File: config.mk
export PLATFORM = sky130hd
export DESIGN_NAME = sr_instr_encoder
export DESIGN_NICKNAME = d
export VERILOG_FILES = /design/src/rtl/sr_enc_pkg.sv /design/src/rtl/sr_instr_encoder_fifo.sv /design/src/rtl/sr_instr_encoder.sv
export SDC_FILE = /design/constraint.sdc
export NUM_CORES = 1
export LEC_CHECK = 0
export ABC_AREA = 1
export BUFFER_PORTS_ARGS = -buffer_cell sky130_fd_sc_hd__buf_2
export CORE_MARGIN = 1.5
export CORE_UTILIZATION = 45
export CTS_BUF_LIST = sky130_fd_sc_hd__clkbuf_4 sky130_fd_sc_hd__clkbuf_8
export CTS_CLUSTER_SIZE = 16
export DETAILED_ROUTE_END_ITERATION = 7
export SYNTH_ARGS = -nofsm -noshare
export SYNTH_HDL_FRONTEND = slang
export SYNTH_HIERARCHICAL = 1
export SYNTH_SLANG_ARGS = --single-unit
File: constraint.sdc
create_clock -name clk -period 10.3 [get_ports clk]
set_clock_uncertainty 0.15 [all_clocks]
set_input_delay 1.545 -clock clk [delete_from_list [all_inputs] [get_ports clk]]
set_output_delay 1.545 -clock clk [all_outputs]
set_load 0.01 [all_outputs]
File: src/rtl/sr_enc_pkg.sv
// sr_enc_pkg: shared definitions for the RV32I instruction encoder.
//   - sr_enc_op_t : symbolic mnemonic carried on in_op (6 bits)
//   - RVOP_* / RVF3_* / RVF7_* : opcode, funct3, funct7 field values
//   - encode_word() : mnemonic + operands -> 32-bit instruction word
// Optional macro SR_ENC_RANGE_CHECK_EN: when defined, encode_word() rejects
// immediates that do not fit their field instead of truncating them.
package sr_enc_pkg;

    typedef enum logic [5:0] {
        OP_ADD   = 6'd0,  OP_SUB   = 6'd1,  OP_SLL   = 6'd2,  OP_SLT   = 6'd3,
        OP_SLTU  = 6'd4,  OP_XOR   = 6'd5,  OP_SRL   = 6'd6,  OP_SRA   = 6'd7,
        OP_OR    = 6'd8,  OP_AND   = 6'd9,
        OP_ADDI  = 6'd10, OP_SLTI  = 6'd11, OP_SLTIU = 6'd12, OP_XORI  = 6'd13,
        OP_ORI   = 6'd14, OP_ANDI  = 6'd15, OP_SLLI  = 6'd16, OP_SRLI  = 6'd17,
        OP_SRAI  = 6'd18,
        OP_LUI   = 6'd19, OP_AUIPC = 6'd20,
        OP_BEQ   = 6'd21, OP_BNE   = 6'd22, OP_BLT   = 6'd23, OP_BGE   = 6'd24,
        OP_BLTU  = 6'd25, OP_BGEU  = 6'd26,
        OP_JAL   = 6'd27, OP_JALR  = 6'd28
    } sr_enc_op_t;

    localparam logic [6:0] RVOP_LUI    = 7'b0110111;
    localparam logic [6:0] RVOP_AUIPC  = 7'b0010111;
    localparam logic [6:0] RVOP_JAL    = 7'b1101111;
    localparam logic [6:0] RVOP_JALR   = 7'b1100111;
    localparam logic [6:0] RVOP_BRANCH = 7'b1100011;
    localparam logic [6:0] RVOP_OP_IMM = 7'b0010011;
    localparam logic [6:0] RVOP_OP     = 7'b0110011;

    localparam logic [2:0] RVF3_ADD_SUB = 3'b000;
    localparam logic [2:0] RVF3_SLL     = 3'b001;
    localparam logic [2:0] RVF3_SLT     = 3'b010;
    localparam logic [2:0] RVF3_SLTU    = 3'b011;
    localparam logic [2:0] RVF3_XOR     = 3'b100;
    localparam logic [2:0] RVF3_SRL_SRA = 3'b101;
    localparam logic [2:0] RVF3_OR      = 3'b110;
    localparam logic [2:0] RVF3_AND     = 3'b111;
    localparam logic [2:0] RVF3_BEQ     = 3'b000;
    localparam logic [2:0] RVF3_BNE     = 3'b001;
    localparam logic [2:0] RVF3_BLT     = 3'b100;
    localparam logic [2:0] RVF3_BGE     = 3'b101;
    localparam logic [2:0] RVF3_BLTU    = 3'b110;
    localparam logic [2:0] RVF3_BGEU    = 3'b111;
    localparam logic [2:0] RVF3_JALR    = 3'b000;

    localparam logic [6:0] RVF7_BASE = 7'h00;
    localparam logic [6:0] RVF7_ALT  = 7'h20;  // SUB, SRA, SRAI

    typedef enum logic [2:0] {
        FMT_R, FMT_I, FMT_SH, FMT_U, FMT_B, FMT_J, FMT_BAD
    } sr_enc_fmt_t;

    typedef struct packed {
        logic        ok;    // 0: unknown op (or out-of-range immediate)
        logic [31:0] word;
    } sr_enc_result_t;

    function automatic sr_enc_result_t encode_word(
        input logic [5:0]  op,
        input logic [4:0]  rd,
        input logic [4:0]  rs1,
        input logic [4:0]  rs2,
        input logic [31:0] imm
    );
        sr_enc_fmt_t    fmt;
        logic [6:0]     opc;
        logic [2:0]     f3;
        logic [6:0]     f7;
        sr_enc_result_t res;
`ifdef SR_ENC_RANGE_CHECK_EN
        logic signed [31:0] simm;
`endif
        fmt      = FMT_BAD;
        opc      = RVOP_OP;
        f3       = RVF3_ADD_SUB;
        f7       = RVF7_BASE;
        res.ok   = 1'b1;
        res.word = '0;

        case (sr_enc_op_t'(op))
            OP_ADD:   begin fmt = FMT_R;  f3 = RVF3_ADD_SUB; end
            OP_SUB:   begin fmt = FMT_R;  f3 = RVF3_ADD_SUB; f7 = RVF7_ALT; end
            OP_SLL:   begin fmt = FMT_R;  f3 = RVF3_SLL;  end
            OP_SLT:   begin fmt = FMT_R;  f3 = RVF3_SLT;  end
            OP_SLTU:  begin fmt = FMT_R;  f3 = RVF3_SLTU; end
            OP_XOR:   begin fmt = FMT_R;  f3 = RVF3_XOR;  end
            OP_SRL:   begin fmt = FMT_R;  f3 = RVF3_SRL_SRA; end
            OP_SRA:   begin fmt = FMT_R;  f3 = RVF3_SRL_SRA; f7 = RVF7_ALT; end
            OP_OR:    begin fmt = FMT_R;  f3 = RVF3_OR;   end
            OP_AND:   begin fmt = FMT_R;  f3 = RVF3_AND;  end
            OP_ADDI:  begin fmt = FMT_I;  opc = RVOP_OP_IMM; f3 = RVF3_ADD_SUB; end
            OP_SLTI:  begin fmt = FMT_I;  opc = RVOP_OP_IMM; f3 = RVF3_SLT;  end
            OP_SLTIU: begin fmt = FMT_I;  opc = RVOP_OP_IMM; f3 = RVF3_SLTU; end
            OP_XORI:  begin fmt = FMT_I;  opc = RVOP_OP_IMM; f3 = RVF3_XOR;  end
            OP_ORI:   begin fmt = FMT_I;  opc = RVOP_OP_IMM; f3 = RVF3_OR;   end
            OP_ANDI:  begin fmt = FMT_I;  opc = RVOP_OP_IMM; f3 = RVF3_AND;  end
            OP_SLLI:  begin fmt = FMT_SH; opc = RVOP_OP_IMM; f3 = RVF3_SLL;  end
            OP_SRLI:  begin fmt = FMT_SH; opc = RVOP_OP_IMM; f3 = RVF3_SRL_SRA; end
            OP_SRAI:  begin fmt = FMT_SH; opc = RVOP_OP_IMM; f3 = RVF3_SRL_SRA; f7 = RVF7_ALT; end
            OP_LUI:   begin fmt = FMT_U;  opc = RVOP_LUI;   end
            OP_AUIPC: begin fmt = FMT_U;  opc = RVOP_AUIPC; end
            OP_BEQ:   begin fmt = FMT_B;  opc = RVOP_BRANCH; f3 = RVF3_BEQ;  end
            OP_BNE:   begin fmt = FMT_B;  opc = RVOP_BRANCH; f3 = RVF3_BNE;  end
            OP_BLT:   begin fmt = FMT_B;  opc = RVOP_BRANCH; f3 = RVF3_BLT;  end
            OP_BGE:   begin fmt = FMT_B;  opc = RVOP_BRANCH; f3 = RVF3_BGE;  end
            OP_BLTU:  begin fmt = FMT_B;  opc = RVOP_BRANCH; f3 = RVF3_BLTU; end
            OP_BGEU:  begin fmt = FMT_B;  opc = RVOP_BRANCH; f3 = RVF3_BGEU; end
            OP_JAL:   begin fmt = FMT_J;  opc = RVOP_JAL;   end
            OP_JALR:  begin fmt = FMT_I;  opc = RVOP_JALR;  f3 = RVF3_JALR; end
            default:  fmt = FMT_BAD;
        endcase

        case (fmt)
            FMT_R:   res.word = {f7, rs2, rs1, f3, rd, opc};
            FMT_I:   res.word = {imm[11:0], rs1, f3, rd, opc};
            FMT_SH:  res.word = {f7, imm[4:0], rs1, f3, rd, opc};
            FMT_U:   res.word = {imm[31:12], rd, opc};
            FMT_B:   res.word = {imm[12], imm[10:5], rs2, rs1, f3, imm[4:1], imm[11], opc};
            FMT_J:   res.word = {imm[20], imm[10:1], imm[11], imm[19:12], rd, opc};
            default: res.ok = 1'b0;
        endcase

`ifdef SR_ENC_RANGE_CHECK_EN
        simm = imm;
        case (fmt)
            FMT_I:   if (simm < -2048 || simm > 2047) res.ok = 1'b0;
            FMT_SH:  if (imm > 32'd31) res.ok = 1'b0;
            FMT_U:   if (imm[11:0] != 12'd0) res.ok = 1'b0;
            FMT_B:   if (simm < -4096 || simm > 4094 || imm[0]) res.ok = 1'b0;
            FMT_J:   if (simm < -1048576 || simm > 1048574 || imm[0]) res.ok = 1'b0;
            default: ;
        endcase
`endif

        if (!res.ok) res.word = '0;
        return res;
    endfunction

endpackage

File: src/rtl/sr_instr_encoder_fifo.sv
// sr_enc_fifo: DEPTH-entry synchronous FIFO of W-bit entries.
//   clk, rst (sync, active-high), push/din, pop/dout, full, empty.
// Push while full and pop while empty are ignored. Flags derive only from
// registered pointers, so they are safe to use for upstream ready signals.
module sr_enc_fifo #(
    parameter int DEPTH = 4,
    parameter int W     = 40
) (
    input  logic         clk,
    input  logic         rst,
    input  logic         push,
    input  logic [W-1:0] din,
    input  logic         pop,
    output logic [W-1:0] dout,
    output logic         full,
    output logic         empty
);
    localparam int PTR_W = $clog2(DEPTH);

    // Extra MSB on each pointer distinguishes full from empty.
    logic [PTR_W:0] wr_ptr;
    logic [PTR_W:0] rd_ptr;
    logic [W-1:0]   mem [DEPTH];

    assign empty = (wr_ptr == rd_ptr);
    assign full  = (wr_ptr == {~rd_ptr[PTR_W], rd_ptr[PTR_W-1:0]});
    assign dout  = mem[rd_ptr[PTR_W-1:0]];

    always_ff @(posedge clk) begin
        if (rst) begin
            wr_ptr <= '0;
            rd_ptr <= '0;
        end else begin
            if (push && !full)  wr_ptr <= wr_ptr + 1'b1;
            if (pop  && !empty) rd_ptr <= rd_ptr + 1'b1;
        end
    end

    // NOTE: storage is deliberately not reset; the pointers alone define
    // which entries are valid, and the top gates dout while empty.
    always_ff @(posedge clk) begin
        if (push && !full) mem[wr_ptr[PTR_W-1:0]] <= din;
    end

endmodule

File: src/rtl/sr_instr_encoder.sv
// sr_instr_encoder: encodes symbolic RV32I operations into instruction words,
// queues them and emits each with its sequential word address.
//   clk, rst           : clock, synchronous active-high reset
//   start              : pulse in IDLE -> clear address, enter RUN
//   in_valid/in_ready  : operation handshake (in_op, in_rd, in_rs1, in_rs2,
//                        in_imm, in_last)
//   out_valid/out_ready: word handshake (out_word, out_addr)
//   done               : one-cycle pulse when the program has fully drained
//   err                : one-cycle pulse, the cycle after an invalid op is accepted
// Optional macro SR_ENC_RANGE_CHECK_EN enables immediate range checking.
module sr_instr_encoder
    import sr_enc_pkg::*;
#(
    parameter int DEPTH  = 4,
    parameter int ADDR_W = 8
) (
    input  logic              clk,
    input  logic              rst,
    input  logic              start,
    input  logic              in_valid,
    output logic              in_ready,
    input  logic [5:0]        in_op,
    input  logic [4:0]        in_rd,
    input  logic [4:0]        in_rs1,
    input  logic [4:0]        in_rs2,
    input  logic [31:0]       in_imm,
    input  logic              in_last,
    output logic              out_valid,
    input  logic              out_ready,
    output logic [31:0]       out_word,
    output logic [ADDR_W-1:0] out_addr,
    output logic              done,
    output logic              err
);
    localparam logic [1:0] ST_IDLE  = 2'd0;
    localparam logic [1:0] ST_RUN   = 2'd1;
    localparam logic [1:0] ST_DRAIN = 2'd2;

    logic [1:0]          state;
    logic [ADDR_W-1:0]   addr_q;
    logic                err_q;
    logic                accept;
    logic                push;
    logic                fifo_full;
    logic                fifo_empty;
    logic [ADDR_W+31:0]  fifo_dout;
    sr_enc_result_t      enc;

    assign enc       = encode_word(in_op, in_rd, in_rs1, in_rs2, in_imm);
    assign in_ready  = (state == ST_RUN) && !fifo_full;
    assign accept    = in_valid && in_ready;
    assign push      = accept && enc.ok;

    assign out_valid = !fifo_empty;
    assign out_word  = fifo_empty ? 32'd0 : fifo_dout[31:0];
    assign out_addr  = fifo_empty ? '0 : fifo_dout[ADDR_W+31:32];
    assign done      = (state == ST_DRAIN) && fifo_empty;
    assign err       = err_q;

    // Each entry carries the address it will have when it leaves the queue:
    // the number of words ahead of it since start, i.e. its push index.
    sr_enc_fifo #(.DEPTH(DEPTH), .W(ADDR_W + 32)) u_fifo (
        .clk   (clk),
        .rst   (rst),
        .push  (push),
        .din   ({addr_q, enc.word}),
        .pop   (out_valid && out_ready),
        .dout  (fifo_dout),
        .full  (fifo_full),
        .empty (fifo_empty)
    );

    always_ff @(posedge clk) begin
        if (rst) begin
            state  <= ST_IDLE;
            addr_q <= '0;
            err_q  <= 1'b0;
        end else begin
            err_q <= accept && !enc.ok;
            case (state)
                ST_IDLE: begin
                    if (start) begin
                        addr_q <= '0;
                        state  <= ST_RUN;
                    end
                end
                ST_RUN: begin
                    if (push) addr_q <= addr_q + 1'b1;
                    // A rejected op still completes the handshake, so a
                    // rejected final op still ends the program.
                    if (accept && in_last) state <= ST_DRAIN;
                end
                ST_DRAIN: begin
                    if (fifo_empty) state <= ST_IDLE;
                end
                default: state <= ST_IDLE;
            endcase
        end
    end

endmodule

==> impl_metrics.toml, run 1 <==
[power]
p_int_mw = 1.058
p_per_area_mw_per_mm2 = 146.1
switchingPower_mw = 0.3381
combPwrFrac = 0.090
sw_frac_of_total = 0.2421
power.leakage_nw = 3.837
pwr-share-clk = 0.333
p_seq_frac = 0.577
vdd_drop_max_v = 0.00009022

[cts]
clk_latency_ns = 0.46
cts-htree-levels = 4
clk_path_buf_depth = 2
clock-sinks = 179
ctsHoldBuffers = 0
path_clk_slew_ns = 0.09
cts_resized = 0
cts_made_buffers = 17
post_cts_buffers = 0
cts_tree = "done"
cts_root_buf = "clkbuf_8"

[floorplanning]
rows = 50
die-area_mm2 = 0.01968
initial_core_util = 0.4565
die_h_um = 140.3
io_pins = 103
core_mm2 = 0.01858
die_w_um = 140.3

[worst_setup_path]
reg2reg_depth = 13
r2r_end = "u_fifo/mem[2][20]"
crit_end = "out_word[1]"
worstPathArrival_ns = 2.92
worstSetupStartpointType = "flip-flop"
path_max_fanout = 80
endpoint_kind = "primary output"
criticalPathCategory = "reg -> out"
rr_startpoint = "u_fifo/wr_ptr[0]"
r2r_setup_slack_ns = 7.33
crit_required_ns = 8.61

[place]
place.gp.congestion = 0.9240
io_buffer_count = 102
dp_hpwl_um = 12340
placedCellCount = 1144

[final_layout]
syn2layout_area_growth_pct = 12.67
drive_above_1_share = 0.2123
n_fill_cell = 1753
nets = 994
layoutNonFillerInstCount = 1177

[sta]
setup_viol = 0
rsz0062_at_grt = "false"
hold_violations = 0
max_freq_mhz = 216.6
period_needed_ns = 4.617
setup_tns_ns = 0
post-route-period-util = 0.4482
worstMarginPinSlew_ns = 1.071
relSlewSlack = 0.2832
slew_violations = 0

[grt]
grt_pass1_vias = 5903
grt_max_degree = 81
grt_pass1_wl_um = 31570
grt_use_total = 0.2100
antenna_found_initial = 2
grt_overflow = 0

[synth]
synth_area_per_cell_um2 = 10.12
syn_area_mm2 = 0.008482
ys_seq_area_frac = 0.6113
syn_nets = 903
ys_warn_count = 6
ys_ff_latch = 179
synthCells = 838
synth_cell_type_count = 43

[outcome]
status = "finished clean"

[routing]
viasPerCell = 5.255
drc = 0
wirelength_um = 19850
via_count = 6185
wl_per_cell_um = 16.86
dr.pass1.iters = 5
detail-route-antenna-nets = 0
drt_iter0_drc = 415

[min_path]
min_path_cells = 2
min_from = "state[1]"
hold_class = "reg -> reg"

[run]
cap_violations = 0
logic make-up (layout without fill, tap and decap cells):
family,Yosys count,in the layout,synth area share
XOR/XNOR,4,4,0.004131
adder cells (fa/ha/maj),6,6,0.008851
AO/OA/AOI/OAI,178,178,0.1226
flip-flops,179,179,0.6113
buffers and inverters,140,244,0.07007
other,0,1,0
AND/OR/NAND/NOR,331,331,0.1831
flip-flops by register name, summed over array words and instances (netlist names), named ones only:
register       cells
u_fifo/mem       160
addr_q             8
u_fifo/rd_ptr      3
u_fifo/wr_ptr      3
state              2
err                1
synthesized netlist by cell type, drive strengths merged:
cell    count  area, um^2
o22ai      40       250.2
buf        24       150.1
o21ai      96       480.5
a21boi      4       30.03
inv       100       377.9
nor2      162       645.6
o211ai      1       7.510
nand3b      3       22.52
a32o        5       50.05
nor3        4       20.02
a31oi       2       12.51
clkbuf     14       57.56
a22oi      12       90.09
edfxtp    160        4805
nor3b       1       7.510
nand3      56       345.3
or2         1       6.260
xnor2       1       8.760
xor2        3       26.28
a211oi      1       7.510
dfxtp      19       380.4
nand4       2       12.51
nor4        1       6.260
clkinv      2       8.750
nand2     101       486.7
ha          6       75.07
a21oi      17       111.4
per-layer routing:
| metal | part of all wire | vias to the layer above | track usage |
|---|---|---|---|
| met5 | 0.00066 | - | 0 |
| met4 | 0.0095 | 2 | 0.05706 |
| met3 | 0.047 | 17 | 0.04205 |
| met2 | 0.47 | 151 | 0.3473 |
| met1 | 0.47 | 2954 | 0.2833 |
| li1 | - | 3061 | - |
power by group through the flow:
stage	clock network (mW)	logic (mW)	registers, mW
global placement	0	0.126	0.823
global route	0.500	0.140	0.808
finish	0.465	0.125	0.806
CTS	0.476	0.126	0.807
floorplan	0	0.0766	0.822
detailed placement	0	0.126	0.823
worst min path at each step:
stage                             end  slack (ns)
floorplan                    state[1]        0.35
global placement             state[1]        0.37
detailed placement           state[1]        0.37
CTS                          state[1]        0.39
global route        u_fifo/mem[3][39]        0.42
finish                       state[1]        0.39
placed cells by master (no fill, tap or decap), drive strengths merged, types with 4 or more instances in the layout:
| cell type | netlist | layout |
|---|---|---|
| nor2 | 162 | 162 |
| ha | 6 | 6 |
| nor3 | 4 | 4 |
| clkbuf | 14 | 17 |
| a21oi | 17 | 17 |
| clkinv | 2 | 11 |
| edfxtp | 160 | 160 |
| a32o | 5 | 5 |
| o22ai | 40 | 40 |
| o21ai | 96 | 96 |
| dfxtp | 19 | 19 |
| inv | 100 | 101 |
| buf | 24 | 110 |
| nand2 | 101 | 101 |
| a22oi | 12 | 12 |
| a21boi | 4 | 4 |
| nand3 | 56 | 56 |
cell type report:
| cell class | count | area (um^2) | share of cell area |
|---|---|---|---|
| sequential | 179 | 5186 | 0.5427 |
| multi-input combinational | 519 | 2725 | 0.2852 |
| timing repair buffer | 110 | 570.5 | 0.05970 |
| inverter | 102 | 386.6 | 0.04046 |
| tap | 234 | 292.8 | 0.03064 |
| clock buffer | 17 | 234.0 | 0.02448 |
| clock inverter | 15 | 158.9 | 0.01663 |
| antenna | 1 | 2.502 | 0.0002618 |
through the flow:
stage / power [mW] / util / area [um^2] / hold slack (ns) / setup slack (ns)
floorplan: 0.8986 / - / 8482 / 0.3457 / 5.489
global placement: 0.9494 / 0.4931 / 9161 / 0.3717 / 5.942
detailed placement: 0.9490 / 0.4931 / 9161 / 0.3708 / 5.939
CTS: 1.409 / 0.5142 / 9554 / 0.3868 / 5.686
global route: 1.448 / 0.5142 / 9554 / 0.4232 / 5.473
finish: 1.397 / 0.5143 / 9557 / 0.3879 / 5.683
worst max-delay path: stages (launching register included):
cell,delay [ns]
dfxtp_2,0.70
buf_4,0.56
inv_4,0.41
o21ai_0,0.30
o22ai_1,0.15
inv_1,0.08
nor2_1,0.04
buf_2,0.14
No activity file was read; power rests on OpenSTA's default activity.
==> inputs of run 2 (changes only) <==
--- a/config.mk
+++ b/config.mk
@@ -5,7 +5,7 @@
 export SDC_FILE = /design/constraint.sdc
 export NUM_CORES = 1
 export LEC_CHECK = 0
-export ABC_AREA = 1
+export ABC_AREA = 0
 export BUFFER_PORTS_ARGS = -buffer_cell sky130_fd_sc_hd__buf_2
 export CORE_MARGIN = 1.5
 export CORE_UTILIZATION = 45
==> constraint.sdc (replaced) <==
create_clock -name clk -period 4.8 [get_ports clk]
set_clock_uncertainty 0.15 [all_clocks]
set_input_delay 0.72 -clock clk [delete_from_list [all_inputs] [get_ports clk]]
set_output_delay 0.72 -clock clk [all_outputs]
set_load 0.01 [all_outputs]
==> run 2 against run 1 <==
Die area down 5.1%; count of clock-buffer cells in the layout up 3; global-route usage is 1.1 points lower; synthesized cell count is 37% lower; highest routed layer is now met4; wire length down 12%; utilization grew 1.2 points; via count is 23% lower; cell count is 27% lower; flip-flop and latch count unchanged.
==> impl_metrics.toml, run 2 <==
[run]
cap_violations = 0

[place]
place.gp.congestion = 0.7853
dp_hpwl_um = 11510
placedCellCount = 831
io_buffer_count = 102
place_area_mm2 = 0.008768

[sta]
setup_tns_ns = 0
max_freq_mhz = 245.1
post-route-period-util = 0.8500
relSlewSlack = 0.3397
worstMarginPinSlew_ns = 0.9905
setup_viol = 0
slew_violations = 0
hold_violations = 0
rsz0062_at_grt = "false"
period_needed_ns = 4.080

[power]
power.leakage_nw = 3.176
finalPower_mw = 3.448
p_per_area_mw_per_mm2 = 377.4
vdd_drop_max_v = 0.0002674

[cts]
cts_tree = "done"
cts_made_buffers = 17
post_cts_buffers = 0
cts_root_buf = "clkbuf_8"
ctsHoldBuffers = 0
clock-sinks = 179
cts-htree-levels = 4
cts_resized = 0
path_clk_slew_ns = 0.09
clk_latency_ns = 0.46
clk_path_buf_depth = 2

[synth]
synth_area_per_cell_um2 = 15.34
netlist_top_cells_count = "edfxtp_1, nor2b_1, mux4_2, nand2_1, inv_1"
yosysMostFrequentCell = "edfxtp_1"
yosys_most_used_dff = "edfxtp_1"
yosysTopAreaCell = "edfxtp_1"
synth_edf_count = 160
synthCells = 524
ys_warn_count = 6
async_flop_share = 0
syn_nets = 589
syn_area_mm2 = 0.008040
ys_seq_area_frac = 0.6449
synth_cell_type_count = 65
synthTopCellsByArea = "edfxtp_1, mux4_2, dfxtp_1, nor2b_1, mux2i_1"
ys_ff_latch = 179
synth_top_area_frac = 0.5976

[worst_setup_path]
endpoint_kind = "primary output"
path_cells = "xnor2_1 > nand2_1 > nor2_4 > buf_4 > nor2b_1 > buf_2"
worstSetupStartpointType = "flip-flop"
worstPathArrival_ns = 3.21
path_delay_family = "simple AND/OR/NAND/NOR gates"
crit_required_ns = 3.93
crit_slowest_cell = "nor2_4"
criticalPathCategory = "reg -> out"
path_buf_inv = 2
path_max_fanout = 28
cpPeakStageDelay_ns = 0.75

[routing]
detail-route-antenna-nets = 0
drc = 0
drt_iter0_drc = 285
wl_per_cell_um = 20.20
wirelength_um = 17440
via_count = 4788
dr.pass1.iters = 4
viasPerCell = 5.548

[final_layout]
antenna_cells = 0
final_core_util = 0.5262
stdcell_area_mm2 = 0.009134
drive_above_1_share = 0.3119
syn2layout_area_growth_pct = 13.60
final_common_cell = "edfxtp_1"
layout_common_cells = "edfxtp_1, buf_2, nor2b_1"
layoutNonFillerInstCount = 863
largest_register_ff_count = 160
nets = 690

[floorplanning]
initial_core_util = 0.4632
die_w_um = 136.7
die_h_um = 136.7
core_mm2 = 0.01736
die-area_mm2 = 0.01868
io_pins = 103
rows = 48

[grt]
globalRoute.busiestLayer = "met2"
met1_usage = 0.2638
grt_pass1_wl_um = 27100
grt_pass1_vias = 4876
grt_max_degree = 41
grt_use_total = 0.1990
use_met3 = 0.04630
antenna_found_initial = 0
grt_overflow = 0
met2_usage = 0.3283

[outcome]
status = "finished clean"

[min_path]
hold_class = "reg -> reg"
[run 2: changes by cell type after synthesis, sizes merged, moves of 7 or more]
| cell | delta |
|---|---|
| inv | -76 |
| nor3b | +9 |
| nand3 | -51 |
| mux2i | +11 |
| o22ai | -37 |
| or3 | +7 |
| a22oi | -11 |
| o21ai | -76 |
| nand2 | -74 |
| mux4 | +40 |
| nor2b | +44 |
| buf | -7 |
| nor2 | -152 |
[run 2: through the flow]
stage          hold WS, ns  worst slack, ns
3_3_place_gp        0.3625            1.347
5_1_grt             0.4138           0.4896
3_5_place_dp        0.3708            1.207
4_1_cts             0.3870           0.6971
6_report            0.3903           0.7199
2_1_floorplan       0.3190           0.5896
[run 2: worst reg2reg max path, cell delays in order (launching register included)]
cell and delay [ns]:
dfxtp_1 0.53, xnor2_1 0.29, nand2_1 0.28, nor2_1 0.12, and4bb_1 0.36, and3_1 0.28, inv_1 0.08, a31oi_1 0.20
and2_2 0.61, buf_4 0.35
[run 2: logic make-up (layout without fill, tap and decap cells)]
family                   Yosys count  in the layout  synth area share
XOR/XNOR                          11             11           0.01198
multiplexers                      52             52            0.1271
flip-flops                       179            179            0.6449
AND/OR/NAND/NOR                  134            134           0.09928
buffers and inverters             55            169           0.03299
adder cells (fa/ha/maj)            6              6          0.009337
AO/OA/AOI/OAI                     87             87           0.07439
[run 2: path summary, 6_finish.rpt]
path / slack (ns) / endpoint / cells past startpoint / startpoint
max reg2reg: 1.24 / u_fifo/mem[1][20] / 9 / u_fifo/wr_ptr[1]
min reg2reg: 0.39 / u_fifo/mem[3][39] / 0 / addr_q[7]
min: 0.39 / u_fifo/mem[3][39] / 0 / addr_q[7]
max: 0.72 / out_word[4] / 6 / u_fifo/rd_ptr[0]
[run 2: layout make-up]
type,instances,area [um^2]
clock buffer,20,256.5
clock inverter,12,108.9
fill,1481,8223
inverter,24,90.09
multi-input combinational,290,2616
sequential,179,5187
tap,225,281.5
timing repair buffer,113,593.1
[run 2: power by group]
group | leakage [nW] | internal, mW | switching (mW)
clock | 0.184 | 0.429 | 0.527
sequential | 1.62 | 1.72 | 0.0459
combinational | 1.37 | 0.335 | 0.389
total | 3.18 | 2.49 | 0.961
[run 2: layer usage]
layer / wire length [um] / part of all wire / vias up
met4: 228 / 0.013 / 0
met2: 8669 / 0.50 / 129
li1: - / - / 2242
met1: 7642 / 0.44 / 2399
met3: 896 / 0.051 / 18
met5: 0 / 0 / -
